File: config.mk
export PLATFORM = sky130hd
export DESIGN_NAME = lsu_mm_issue_flat
export DESIGN_NICKNAME = d
export VERILOG_FILES = /design/src/rtl/lsu_mm_issue_if.sv /design/src/rtl/lsu_mm_issue.sv /design/src/flat_wrapper.sv
export SDC_FILE = /design/constraint.sdc
export NUM_CORES = 1
export LEC_CHECK = 0
export CORE_AREA = 2 2 255 257
export CTS_CLUSTER_DIAMETER = 150
export DETAILED_ROUTE_END_ITERATION = 12
export DIE_AREA = 0 0 257 259
export DONT_BUFFER_PORTS = 1
export MAX_ROUTING_LAYER = met4
export SYNTH_ARGS = -nofsm -noshare
export SYNTH_HDL_FRONTEND = slang
export SYNTH_SLANG_ARGS = --single-unit
File: constraint.sdc
create_clock -name clk -period 1.2 [get_ports clk]
set_input_delay 0.12 -clock clk [delete_from_list [all_inputs] [get_ports clk]]
set_output_delay 0.12 -clock clk [all_outputs]
set_load 0.1 [all_outputs]
File: src/rtl/lsu_mm_issue_if.sv
// Bundled command, buffer-control, RAM-read and alloc-return signals of lsu_mm_issue.
// Valid/ready rule: cmd transfers on a rising edge where cmd_vld && cmd_rdy; the master holds fields stable while cmd_vld is high.
interface lsu_mm_issue_if;
  logic         cmd_vld;
  logic         cmd_rdy;
  logic [11:0]  cmd_i_addr;
  logic [11:0]  cmd_w_addr;
  logic [3:0]   cmd_m_len;
  logic [3:0]   cmd_n_len;
  logic [3:0]   cmd_k_len;

  logic         i_ctrl_vld;
  logic [3:0]   i_row_len;
  logic [3:0]   i_col_len;
  logic [11:0]  i_start_addr;
  logic         i_ram_type;
  logic         w_ctrl_vld;
  logic [3:0]   w_row_len;
  logic [3:0]   w_col_len;
  logic [11:0]  w_start_addr;
  logic         w_ram_type;

  logic         i_rd_vld;
  logic [7:0]   i_rd_addr;
  logic         w_rd_vld;
  logic [7:0]   w_rd_addr;

  logic         iram_rd_en;
  logic [7:0]   iram_rd_addr;
  logic [127:0] iram_rdata;
  logic         wram_rd_en;
  logic [7:0]   wram_rd_addr;
  logic [127:0] wram_rdata;

  logic         i_alloc_vld;
  logic [7:0]   i_alloc_addr;
  logic [127:0] i_alloc_data;
  logic         w_alloc_vld;
  logic [7:0]   w_alloc_addr;
  logic [127:0] w_alloc_data;

  logic         i_end;
  logic         w_end;
  logic         done;
  logic         busy;
  logic         err;
  logic [1:0]   state_dbg;

  modport slave (
    input  cmd_vld, cmd_i_addr, cmd_w_addr, cmd_m_len, cmd_n_len, cmd_k_len,
    input  i_rd_vld, i_rd_addr, w_rd_vld, w_rd_addr,
    input  iram_rdata, wram_rdata, i_end, w_end,
    output cmd_rdy,
    output i_ctrl_vld, i_row_len, i_col_len, i_start_addr, i_ram_type,
    output w_ctrl_vld, w_row_len, w_col_len, w_start_addr, w_ram_type,
    output iram_rd_en, iram_rd_addr, wram_rd_en, wram_rd_addr,
    output i_alloc_vld, i_alloc_addr, i_alloc_data,
    output w_alloc_vld, w_alloc_addr, w_alloc_data,
    output done, busy, err, state_dbg
  );

  modport master (
    output cmd_vld, cmd_i_addr, cmd_w_addr, cmd_m_len, cmd_n_len, cmd_k_len,
    output i_rd_vld, i_rd_addr, w_rd_vld, w_rd_addr,
    output iram_rdata, wram_rdata, i_end, w_end,
    input  cmd_rdy,
    input  i_ctrl_vld, i_row_len, i_col_len, i_start_addr, i_ram_type,
    input  w_ctrl_vld, w_row_len, w_col_len, w_start_addr, w_ram_type,
    input  iram_rd_en, iram_rd_addr, wram_rd_en, wram_rd_addr,
    input  i_alloc_vld, i_alloc_addr, i_alloc_data,
    input  w_alloc_vld, w_alloc_addr, w_alloc_data,
    input  done, busy, err, state_dbg
  );
endinterface

File: src/rtl/lsu_mm_issue.sv
// Matmul issue unit: latches a command, drives iram/wram buffer control until both buffers end, and forwards buffer reads to the RAMs.
// Optional watchdog enabled by defining LSU_MM_ISSUE_TIMEOUT_EN.
module lsu_mm_issue (
  input logic           clk,
  input logic           rst,
  lsu_mm_issue_if.slave bus
);

  localparam logic [1:0] ST_IDLE = 2'd0;
  localparam logic [1:0] ST_RUN  = 2'd1;
  localparam logic [1:0] ST_GAP  = 2'd2;

  logic [1:0]  state_q, state_d;
  logic [3:0]  m_len_q, m_len_d;
  logic [3:0]  n_len_q, n_len_d;
  logic [3:0]  k_len_q, k_len_d;
  logic [11:0] i_addr_q, i_addr_d;
  logic [11:0] w_addr_q, w_addr_d;
  logic        i_seen_q, i_seen_d;
  logic        w_seen_q, w_seen_d;
  logic        done_q, done_d;
  logic        i_alloc_vld_q, i_alloc_vld_d;
  logic [7:0]  i_alloc_addr_q, i_alloc_addr_d;
  logic        w_alloc_vld_q, w_alloc_vld_d;
  logic [7:0]  w_alloc_addr_q, w_alloc_addr_d;
`ifdef LSU_MM_ISSUE_TIMEOUT_EN
  logic [7:0]  wd_cnt_q, wd_cnt_d;
  logic        err_q, err_d;
`endif

  logic accept;
  logic complete;

  assign accept   = bus.cmd_vld && (state_q == ST_IDLE);
  // An end flag seen in an earlier RUN cycle counts the same as one arriving now.
  assign complete = (i_seen_q | bus.i_end) & (w_seen_q | bus.w_end);

  always_comb begin
    state_d  = state_q;
    m_len_d  = m_len_q;
    n_len_d  = n_len_q;
    k_len_d  = k_len_q;
    i_addr_d = i_addr_q;
    w_addr_d = w_addr_q;
    i_seen_d = i_seen_q;
    w_seen_d = w_seen_q;
    done_d   = 1'b0;
`ifdef LSU_MM_ISSUE_TIMEOUT_EN
    wd_cnt_d = wd_cnt_q;
    err_d    = err_q;
`endif
    case (state_q)
      ST_IDLE: begin
        if (accept) begin
          state_d  = ST_RUN;
          m_len_d  = bus.cmd_m_len;
          n_len_d  = bus.cmd_n_len;
          k_len_d  = bus.cmd_k_len;
          i_addr_d = bus.cmd_i_addr;
          w_addr_d = bus.cmd_w_addr;
          i_seen_d = 1'b0;
          w_seen_d = 1'b0;
`ifdef LSU_MM_ISSUE_TIMEOUT_EN
          wd_cnt_d = 8'd0;
`endif
        end
      end
      ST_RUN: begin
        i_seen_d = i_seen_q | bus.i_end;
        w_seen_d = w_seen_q | bus.w_end;
        if (complete) begin
          state_d = ST_GAP;
          done_d  = 1'b1;
        end
`ifdef LSU_MM_ISSUE_TIMEOUT_EN
        else begin
          wd_cnt_d = wd_cnt_q + 8'd1;
          // Abort without a done pulse once the run has lasted 255 cycles.
          if (wd_cnt_d == 8'd255) begin
            state_d = ST_GAP;
            err_d   = 1'b1;
          end
        end
`endif
      end
      ST_GAP: begin
        state_d = ST_IDLE;
      end
      default: begin
        state_d = ST_IDLE;
      end
    endcase
  end

  always_comb begin
    i_alloc_vld_d  = bus.i_rd_vld;
    i_alloc_addr_d = bus.i_rd_addr;
    w_alloc_vld_d  = bus.w_rd_vld;
    w_alloc_addr_d = bus.w_rd_addr;
  end

  always_ff @(posedge clk) begin
    if (rst) begin
      state_q        <= ST_IDLE;
      m_len_q        <= 4'd0;
      n_len_q        <= 4'd0;
      k_len_q        <= 4'd0;
      i_addr_q       <= 12'd0;
      w_addr_q       <= 12'd0;
      i_seen_q       <= 1'b0;
      w_seen_q       <= 1'b0;
      done_q         <= 1'b0;
      i_alloc_vld_q  <= 1'b0;
      i_alloc_addr_q <= 8'd0;
      w_alloc_vld_q  <= 1'b0;
      w_alloc_addr_q <= 8'd0;
`ifdef LSU_MM_ISSUE_TIMEOUT_EN
      wd_cnt_q       <= 8'd0;
      err_q          <= 1'b0;
`endif
    end else begin
      state_q        <= state_d;
      m_len_q        <= m_len_d;
      n_len_q        <= n_len_d;
      k_len_q        <= k_len_d;
      i_addr_q       <= i_addr_d;
      w_addr_q       <= w_addr_d;
      i_seen_q       <= i_seen_d;
      w_seen_q       <= w_seen_d;
      done_q         <= done_d;
      i_alloc_vld_q  <= i_alloc_vld_d;
      i_alloc_addr_q <= i_alloc_addr_d;
      w_alloc_vld_q  <= w_alloc_vld_d;
      w_alloc_addr_q <= w_alloc_addr_d;
`ifdef LSU_MM_ISSUE_TIMEOUT_EN
      wd_cnt_q       <= wd_cnt_d;
      err_q          <= err_d;
`endif
    end
  end

  assign bus.cmd_rdy      = (state_q == ST_IDLE);
  assign bus.busy         = (state_q != ST_IDLE);
  assign bus.done         = done_q;
  assign bus.state_dbg    = state_q;
`ifdef LSU_MM_ISSUE_TIMEOUT_EN
  assign bus.err          = err_q;
`else
  assign bus.err          = 1'b0;
`endif

  assign bus.i_ctrl_vld   = (state_q == ST_RUN);
  assign bus.i_row_len    = m_len_q;
  assign bus.i_col_len    = k_len_q;
  assign bus.i_start_addr = i_addr_q;
  assign bus.i_ram_type   = 1'b1;

  assign bus.w_ctrl_vld   = (state_q == ST_RUN);
  assign bus.w_row_len    = n_len_q;
  assign bus.w_col_len    = k_len_q;
  assign bus.w_start_addr = w_addr_q;
  assign bus.w_ram_type   = 1'b0;

  // Reads pass straight through regardless of state; the RAM answers one cycle later, aligned with the registered alloc_vld.
  assign bus.iram_rd_en   = bus.i_rd_vld;
  assign bus.iram_rd_addr = bus.i_rd_addr;
  assign bus.wram_rd_en   = bus.w_rd_vld;
  assign bus.wram_rd_addr = bus.w_rd_addr;

  assign bus.i_alloc_vld  = i_alloc_vld_q;
  assign bus.i_alloc_addr = i_alloc_addr_q;
  assign bus.i_alloc_data = bus.iram_rdata;
  assign bus.w_alloc_vld  = w_alloc_vld_q;
  assign bus.w_alloc_addr = w_alloc_addr_q;
  assign bus.w_alloc_data = bus.wram_rdata;

endmodule
File: src/flat_wrapper.sv
// flat-port wrapper written by rule: the top's interface ports become plain ports
module lsu_mm_issue_flat 
  (clk, rst, bus_cmd_vld, bus_cmd_i_addr, bus_cmd_w_addr, bus_cmd_m_len, bus_cmd_n_len, bus_cmd_k_len, bus_i_rd_vld, bus_i_rd_addr, bus_w_rd_vld, bus_w_rd_addr, bus_iram_rdata, bus_wram_rdata, bus_i_end, bus_w_end, bus_cmd_rdy, bus_i_ctrl_vld, bus_i_row_len, bus_i_col_len, bus_i_start_addr, bus_i_ram_type, bus_w_ctrl_vld, bus_w_row_len, bus_w_col_len, bus_w_start_addr, bus_w_ram_type, bus_iram_rd_en, bus_iram_rd_addr, bus_wram_rd_en, bus_wram_rd_addr, bus_i_alloc_vld, bus_i_alloc_addr, bus_i_alloc_data, bus_w_alloc_vld, bus_w_alloc_addr, bus_w_alloc_data, bus_done, bus_busy, bus_err, bus_state_dbg);
  lsu_mm_issue_if bus_i ();
  input logic clk;
  input logic rst;
  input wire logic [$bits(bus_i.cmd_vld)-1:0] bus_cmd_vld;
  input wire logic [$bits(bus_i.cmd_i_addr)-1:0] bus_cmd_i_addr;
  input wire logic [$bits(bus_i.cmd_w_addr)-1:0] bus_cmd_w_addr;
  input wire logic [$bits(bus_i.cmd_m_len)-1:0] bus_cmd_m_len;
  input wire logic [$bits(bus_i.cmd_n_len)-1:0] bus_cmd_n_len;
  input wire logic [$bits(bus_i.cmd_k_len)-1:0] bus_cmd_k_len;
  input wire logic [$bits(bus_i.i_rd_vld)-1:0] bus_i_rd_vld;
  input wire logic [$bits(bus_i.i_rd_addr)-1:0] bus_i_rd_addr;
  input wire logic [$bits(bus_i.w_rd_vld)-1:0] bus_w_rd_vld;
  input wire logic [$bits(bus_i.w_rd_addr)-1:0] bus_w_rd_addr;
  input wire logic [$bits(bus_i.iram_rdata)-1:0] bus_iram_rdata;
  input wire logic [$bits(bus_i.wram_rdata)-1:0] bus_wram_rdata;
  input wire logic [$bits(bus_i.i_end)-1:0] bus_i_end;
  input wire logic [$bits(bus_i.w_end)-1:0] bus_w_end;
  output wire logic [$bits(bus_i.cmd_rdy)-1:0] bus_cmd_rdy;
  output wire logic [$bits(bus_i.i_ctrl_vld)-1:0] bus_i_ctrl_vld;
  output wire logic [$bits(bus_i.i_row_len)-1:0] bus_i_row_len;
  output wire logic [$bits(bus_i.i_col_len)-1:0] bus_i_col_len;
  output wire logic [$bits(bus_i.i_start_addr)-1:0] bus_i_start_addr;
  output wire logic [$bits(bus_i.i_ram_type)-1:0] bus_i_ram_type;
  output wire logic [$bits(bus_i.w_ctrl_vld)-1:0] bus_w_ctrl_vld;
  output wire logic [$bits(bus_i.w_row_len)-1:0] bus_w_row_len;
  output wire logic [$bits(bus_i.w_col_len)-1:0] bus_w_col_len;
  output wire logic [$bits(bus_i.w_start_addr)-1:0] bus_w_start_addr;
  output wire logic [$bits(bus_i.w_ram_type)-1:0] bus_w_ram_type;
  output wire logic [$bits(bus_i.iram_rd_en)-1:0] bus_iram_rd_en;
  output wire logic [$bits(bus_i.iram_rd_addr)-1:0] bus_iram_rd_addr;
  output wire logic [$bits(bus_i.wram_rd_en)-1:0] bus_wram_rd_en;
  output wire logic [$bits(bus_i.wram_rd_addr)-1:0] bus_wram_rd_addr;
  output wire logic [$bits(bus_i.i_alloc_vld)-1:0] bus_i_alloc_vld;
  output wire logic [$bits(bus_i.i_alloc_addr)-1:0] bus_i_alloc_addr;
  output wire logic [$bits(bus_i.i_alloc_data)-1:0] bus_i_alloc_data;
  output wire logic [$bits(bus_i.w_alloc_vld)-1:0] bus_w_alloc_vld;
  output wire logic [$bits(bus_i.w_alloc_addr)-1:0] bus_w_alloc_addr;
  output wire logic [$bits(bus_i.w_alloc_data)-1:0] bus_w_alloc_data;
  output wire logic [$bits(bus_i.done)-1:0] bus_done;
  output wire logic [$bits(bus_i.busy)-1:0] bus_busy;
  output wire logic [$bits(bus_i.err)-1:0] bus_err;
  output wire logic [$bits(bus_i.state_dbg)-1:0] bus_state_dbg;
  assign bus_i.cmd_vld = bus_cmd_vld;
  assign bus_i.cmd_i_addr = bus_cmd_i_addr;
  assign bus_i.cmd_w_addr = bus_cmd_w_addr;
  assign bus_i.cmd_m_len = bus_cmd_m_len;
  assign bus_i.cmd_n_len = bus_cmd_n_len;
  assign bus_i.cmd_k_len = bus_cmd_k_len;
  assign bus_i.i_rd_vld = bus_i_rd_vld;
  assign bus_i.i_rd_addr = bus_i_rd_addr;
  assign bus_i.w_rd_vld = bus_w_rd_vld;
  assign bus_i.w_rd_addr = bus_w_rd_addr;
  assign bus_i.iram_rdata = bus_iram_rdata;
  assign bus_i.wram_rdata = bus_wram_rdata;
  assign bus_i.i_end = bus_i_end;
  assign bus_i.w_end = bus_w_end;
  assign bus_cmd_rdy = bus_i.cmd_rdy;
  assign bus_i_ctrl_vld = bus_i.i_ctrl_vld;
  assign bus_i_row_len = bus_i.i_row_len;
  assign bus_i_col_len = bus_i.i_col_len;
  assign bus_i_start_addr = bus_i.i_start_addr;
  assign bus_i_ram_type = bus_i.i_ram_type;
  assign bus_w_ctrl_vld = bus_i.w_ctrl_vld;
  assign bus_w_row_len = bus_i.w_row_len;
  assign bus_w_col_len = bus_i.w_col_len;
  assign bus_w_start_addr = bus_i.w_start_addr;
  assign bus_w_ram_type = bus_i.w_ram_type;
  assign bus_iram_rd_en = bus_i.iram_rd_en;
  assign bus_iram_rd_addr = bus_i.iram_rd_addr;
  assign bus_wram_rd_en = bus_i.wram_rd_en;
  assign bus_wram_rd_addr = bus_i.wram_rd_addr;
  assign bus_i_alloc_vld = bus_i.i_alloc_vld;
  assign bus_i_alloc_addr = bus_i.i_alloc_addr;
  assign bus_i_alloc_data = bus_i.i_alloc_data;
  assign bus_w_alloc_vld = bus_i.w_alloc_vld;
  assign bus_w_alloc_addr = bus_i.w_alloc_addr;
  assign bus_w_alloc_data = bus_i.w_alloc_data;
  assign bus_done = bus_i.done;
  assign bus_busy = bus_i.busy;
  assign bus_err = bus_i.err;
  assign bus_state_dbg = bus_i.state_dbg;
  lsu_mm_issue u_core (.clk(clk), .rst(rst), .bus(bus_i));
endmodule
* Word level (Yosys, flattened, before mapping)
Cells that the tools add are included.
** Operators by class
- Eq/ne operators :: 3
- Multiplexer cells :: 7
- Bitwise operators :: 4
- Reduce and logical (&&, ||, !) cells :: 8
** Operators by type and width (number)
- $reduce_and A2 Y1 :: 3
- $mux W2 :: 2
- $ne A2 B1 Y1 const B :: 2
- $pmux W1 S2 :: 2
- $pmux W2 S2 :: 1
- $reduce_bool A2 Y1 :: 2
- $eq A2 B1 Y1 const B :: 1
- $logic_not A2 Y1 :: 1
- $mux W1 :: 2
- $or A1 B1 Y1 :: 2
- $reduce_or A2 Y1 :: 1
- $and A1 B1 Y1 :: 1
- $logic_and A1 B1 Y1 :: 1
- $not A1 Y1 :: 1
** Word-level totals
- Flip-flop bits (word level) :: 59
- Input bits :: 315
- Output and inout bits :: 342
- Word-level logic and storage cells :: 35

* Depth between registers and ports, before layout
Gate-level depths: netlist of the first run.
- Depth after elaboration :: 4
- Gate-level depth with buffers :: 4
- Depth with buffers taken out :: 2

* Least setup slack after synthesis of the first run
No wires, ideal clock.
- Path type :: reg2out
- From :: reg u_core.state_q[0], in the netlist u_core.bus.state_dbg[0]
- To :: out bus_w_ctrl_vld
- Arrival time :: 3.075 ns
- Data required time :: 1.080 ns
- Path slack :: -1.995 ns
- Stages on the path, launching flop included :: 3
- Path buffers :: 1
- Path through :: dfxtp_1 > nor2b_1 > buf_4
** On the way
- Longest elaborated chain between the ends :: 1
** Ends and longest elaborated chain
- from (decl) :: RTL line lsu_mm_issue.sv:13 : logic [1:0] state_q, state_d;
- from (signal assigned) :: RTL line lsu_mm_issue.sv:122 : state_q <= state_d;
- $eq A2 B1 Y1
- to (decl) :: RTL line flat_wrapper.sv:27 : output wire logic [$bits(bus_i.w_ctrl_vld)-1:0] bus_w_ctrl_vld;
Every way passes these cells.

* Worst setup path in the final report of the first run
- From :: reg u_core.state_q[1], in the netlist u_core.bus.state_dbg[1]
- To :: out bus_cmd_rdy
** On the way
- Longest elaborated chain between the ends :: 1
** Ends and longest elaborated chain
- $logic_not A2 Y1 :: RTL line lsu_mm_issue.sv:142 : assign bus.cmd_rdy = (state_q == ST_IDLE);
- to (decl) :: RTL line flat_wrapper.sv:21 : output wire logic [$bits(bus_i.cmd_rdy)-1:0] bus_cmd_rdy;
Every way passes these cells.

==> flow_summary.ini, run 1 <==
[cells_and_area]
utilization_pct = 8.39
drive_gt1_share_pct = 34.8
area.growth.synth_to_final_pct = 21.3
stdcell_count = 1239
finalNetCount = 686
fill_cells = 7392

[worst_setup_path]
required_ns = 1.08
end_kind = primary output
r2r_slack_ns = -0.17
crit_slowest_cell = dfxtp_4
path_delay_family = buffers and inverters
crit_arrival_ns = 1.30
r2r-start = u_core.bus.state_dbg[1]
reg2reg_depth = 5
worst_r2r_endpoint = u_core.bus.w_row_len[1]
crit_chain = buf_6, nor2_4, buf_4, buf_12
crit_fanout = 4
slowest_delay_ns = 0.36
critical_path_buf_inv_count = 3
path_class = reg2out
cp-start-kind = flip-flop

[pwr]
power_frac_comb_pct = 31.7
p_int_w = 0.00463
power_density_nw_per_um2 = 1410
pwr-share-seq_pct = 29.2
switchingPower_w = 0.00290
leakage_nw = 1.88
power_switching_share_pct = 38.6
finalPower_w = 0.00753
pwr-share-clk_pct = 39.1
peakVddDrop_mv = 0.667

[clock_network]
clock-sinks = 59
clk_pin_slew_ns = 0.05
clk_latency_ns = 0.37
cts.path.max_buffers = 2
cts_inserted_buffers = 9
htree_levels = 3
root_buffer = clkbuf_16
cts_tree = built

[timing]
post-route-min-period_ns = 1.42
hold_viol = 0
clock_skew_ns = 0.0134
layout_worst_path_cycle_share_pct = 118
grt_setup_unrepaired = true
setup_viol = 43
fmax_mhz = 705
finalMaxSlewViolations = 0
layout_setup_ws_ns = -0.218

[synthesis]
synth_fa_ha_area_share_pct = 0
syn_area_um2 = 4420
synth_top_area_cell = buf_4
synth_seq_cells = 59
synth-async-reset-ratio_pct = 0
synthTopCellsByArea = buf_4, dfxtp_1, nand2b_1, mux2i_1, nor2b_1
synthFlopType = dfxtp_1
ys_warn_count = 0
synth_edf_count = 0
syn_area_per_cell_um2 = 8.85
netlist_instances = 499
synth.distinct_cells = 16
yosysTopAreaCellShare_pct = 48.3
synth.mux.area_fraction_pct = 8.16
yosys.area_share.simple_pct = 14.3
synth.most_common_cell = buf_4
synth_top_family_by_area = buffers and inverters
synth_compound_area_share_pct = 0.793
synth_xor_area_share_pct = 0
yosys-top-cells-count = buf_4, nand2b_1, dfxtp_1, mux2i_1, nor2b_1
synth-seq-area-share_pct = 26.7

[global_route]
grt_pass1_vias = 2770
grt_antenna_before_repair = 8
overflow = 0
grt.total_usage_pct = 5.07
grt_first_pass_wirelength_um = 21200
grt_max_degree = 65

[floorplanning]
die-area_um2 = 66600
die_x_um = 257
num_rows = 93
core_um2 = 63900
die_y_um = 259
start_util_pct = 6.91
io-pin-count = 657

[status]
outcome = complete, but fails checks
violations = negative setup slack

[routing]
drtAntennaViolNets = 0
drtIter0Drc = 91
drc_errors = 0
wl_per_cell_um = 13.5
dr.pass1.iters = 4
vias_per_cell = 2.06
routed_wl_um = 16800
route.vias.total = 2557

[hold_path]
hold_depth = 2
min_to = u_core.bus.w_start_addr[2]
hp-class = in2reg
worstHoldStart = rst

[placed_design]
gp_congestion = 0.670
io_buffers = 0
dp_cells = 1124
dpl.hpwl_um = 10400

[run]
cap_violations = 0
==> cells by family after synthesis <==
logic type,Yosys count
other,2
muxes,36
buffers and inverters,298
AOI/OAI and AO/OA,4
DFF,59
and+or+nand+nor,100
==> registers in the layout (all words and copies together) (netlist names) <==
signal,cells
u_core.bus.w_row_len,4
u_core.bus.w_alloc_addr,8
u_core.i_seen_q,1
u_core.w_seen_q,1
u_core.bus.done,1
u_core.bus.state_dbg,2
u_core.bus.i_row_len,4
u_core.bus.w_alloc_vld,1
u_core.bus.i_alloc_addr,8
u_core.bus.i_col_len,4
u_core.bus.i_alloc_vld,1
u_core.bus.i_start_addr,12
u_core.bus.w_start_addr,12
==> power by group through the flow <==
| stage | logic [W] | registers, W | clock network (W) |
|---|---|---|---|
| finish | 0.00239 | 0.00220 | 0.00294 |
| detailed placement | 0.00192 | 0.00224 | 0 |
| CTS | 0.00244 | 0.00219 | 0.00322 |
| floorplan | 0.00492 | 0.00319 | 0 |
| global route | 0.00248 | 0.00221 | 0.00326 |
| global placement | 0.00190 | 0.00223 | 0 |
==> metal layers <==
| layer | GRT usage, % | share of wire (%) |
|---|---|---|
| met5 | - | 0 |
| met4 | 5.52 | 9.9 |
| met3 | 3.93 | 16 |
| met2 | 7.00 | 44 |
| met1 | 4.06 | 30 |
==> timing repair <==
item,CTS,global route
pin swaps,1,1
resized for setup,17,17
setup buffers,8,3
setup endpoints to repair,39,47
endpoints found under the hold margin,57,1
hold buffers,78,1
cloned,5,1
==> stage by stage <==
| step | hold WS (ns) | instance area (um2) | setup TNS, ns | worst slack (ns) |
|---|---|---|---|---|
| detailed placement | 0.224 | 3950 | -0.740 | -0.0506 |
| CTS | 0.00171 | 5350 | -7.22 | -0.236 |
| global route | 0.00195 | 5350 | -8.52 | -0.283 |
| global placement | 0.222 | 3950 | 0 | 0.0173 |
| finish | 0.0357 | 5360 | -5.31 | -0.218 |
| floorplan | 0.248 | 4490 | -4.12 | -0.586 |
==> how the worst max path moves through the flow <==
stage                                  from  slack (ns)  depth (start not counted)                     endpoint
floorplan           u_core.bus.state_dbg[0]       -0.59                          2                     bus_busy
global placement    u_core.bus.state_dbg[1]        0.02                          3      u_core.bus.i_row_len[1]
CTS                 u_core.bus.state_dbg[1]       -0.24                          3               bus_w_ctrl_vld
global route        u_core.bus.state_dbg[1]       -0.28                          4                  bus_cmd_rdy
finish              u_core.bus.state_dbg[1]       -0.22                          4                  bus_cmd_rdy
detailed placement  u_core.bus.state_dbg[1]       -0.05                          3  u_core.bus.i_start_addr[11]
==> cells in the final DEF, fill, tap and decap left out, drive strengths merged <==
cell type     n
and3          2
buf          77
bufinv        1
clkbuf       11
clkinv        4
clkinvlp      1
conb          3
dfxtp        59
diode         8
dlygate4sd3  78
inv           2
mux2i        36
nand2b       74
nor2          1
nor2b        21
nor3b         1
o22a          1
o2bb2ai       3
or3b          1
==> area by class of cell <==
class                   instances  area, um2  area share [%]
flip-flops and latches         59       1220            22.8
clock buffers                  10        250            4.67
well taps                     855       1070            20.0
clock inverters                 6       70.1            1.31
repair buffers                156       1640            30.5
inverters                       2       11.3           0.210
diodes                          8       20.0           0.374
multi-input cells             143       1080            20.1
(Power assumes the default switching activity.)
==> inputs of run 2 (changes only) <==
==> constraint.sdc (replaced) <==
create_clock -name clk -period 1.8 [get_ports clk]
set_input_delay 0.18 -clock clk [delete_from_list [all_inputs] [get_ports clk]]
set_output_delay 0.18 -clock clk [all_outputs]
set_load 0.1 [all_outputs]
==> flow_summary.ini, run 2 (same netlist as run 1, synthesis figures left out) <==
[status]
outcome = finished clean

[timing]
layout_setup_ws_ns = 0.129
clock_skew_ns = 0.00805
layout_worst_path_cycle_share_pct = 92.8
finalMaxSlewViolations = 0
hold_viol = 0
setup_viol = 0
grt_setup_unrepaired = false
post-route-min-period_ns = 1.67
fmax_mhz = 599

[worst_setup_path]
cp-start-kind = flip-flop
path_class = reg2out
crit_fanout = 5
crit_slowest_cell = dfxtp_4
crit_arrival_ns = 1.49
r2r_slack_ns = 0.36
end_kind = primary output
slowest_delay_ns = 0.57
required_ns = 1.62
crit_chain = nor2b_4, buf_12

[run]
cap_violations = 0

[routing]
drtIter0Drc = 53
wl_per_cell_um = 11.9
routed_wl_um = 14300
drtAntennaViolNets = 0
drc_errors = 0
vias_per_cell = 1.99
dr.pass1.iters = 4
route.vias.total = 2388

[placed_design]
gp_congestion = 0.647
dpl.hpwl_um = 9580
io_buffers = 0
post-place-ws_ns = 0.342
place_area_um2 = 3850

[cells_and_area]
fin_area_um2 = 4840
final-seq-area_um2 = 1190
layout_commonest_cell = nand2b_1
layout_common_cells = nand2b_1, dlygate4sd3_1, buf_4, dfxtp_1, mux2i_1
multi_input_area_um2 = 1060
finalNetCount = 654
utilization_pct = 7.57
area.growth.synth_to_final_pct = 9.55
fill_cells = 7414
drive_gt1_share_pct = 24.7

[clock_network]
htree_levels = 3
clk_pin_slew_ns = 0.05
clk_latency_ns = 0.37
cts_resized = 0
cts.path.max_buffers = 2
cts_tree = built
clock-sinks = 59
root_buffer = clkbuf_16
hold_buffers = 65
cts_inserted_buffers = 9
postCtsSetupBuffers = 0

[global_route]
grt.total_usage_pct = 4.38
grt_antenna_before_repair = 4
overflow = 0
grt_max_degree = 48
grt_pass1_vias = 2682
grt_first_pass_wirelength_um = 18800

[hold_path]
hp-class = in2reg

[floorplanning]
core_um2 = 63900
start_util_pct = 6.91
die-area_um2 = 66600
io-pin-count = 657
die_y_um = 259
die_x_um = 257
num_rows = 93

[pwr]
power_density_nw_per_um2 = 986
leakage_nw = 1.67
peakVddDrop_mv = 0.526
run 2: cell type report:
type                            instances  share of cell area, %
Clock inverter                          4                   1.53
Antenna cell                            2                  0.103
Tap cell                              855                   22.1
Multi-Input combinational cell        143                   21.9
Sequential cell                        59                   24.7
Inverter                                2                  0.233
Timing Repair Buffer                  124                   24.4
Clock buffer                           12                   5.09
run 2: worst paths after layout:
kind                              startpoint                     endpoint  cells after the start
setup / recovery     u_core.bus.state_dbg[0]               bus_w_ctrl_vld                      2
hold / removal                           rst      u_core.bus.i_col_len[2]                      2
setup reg to reg     u_core.bus.state_dbg[1]  u_core.bus.w_start_addr[10]                      3
hold reg to reg   u_core.bus.w_start_addr[3]   u_core.bus.w_start_addr[3]                      2
run 2: power by group:
group,internal (W),switching [W],total (W)
Combinational,0.000366,0.000999,0.00137
Clock,0.00125,0.000693,0.00194
Sequential,0.00140,0.0000614,0.00146
run 2: through the flow:
step	instances	total power, W	hold slack [ns]	setup TNS [ns]
2_1_floorplan	500	0.00539	0.308	-0.0455
3_3_place_gp	1118	0.00271	0.321	0
3_5_place_dp	1118	0.00272	0.317	0
4_1_cts	1199	0.00492	0.000945	0
5_1_grt	1200	0.00502	0.0116	0
6_report	1201	0.00477	0.0405	0
run 2: worst max-delay path: cells and delay by family, from the launching register on:
kind | cells | cell delay, ns
DFF | 1 | 0.57
and+or+nand+nor | 1 | 0.29
buffers and inverters | 1 | 0.27
run 2: layer usage:
metal	share of wire (%)	global-route usage, %	wire, um	vias up
li1	-	-	-	941
met1	25	2.67	3540	977
met2	43	6.15	6110	326
met3	19	4.14	2780	144
met4	13	5.67	1910	0
met5	0	-	0	-
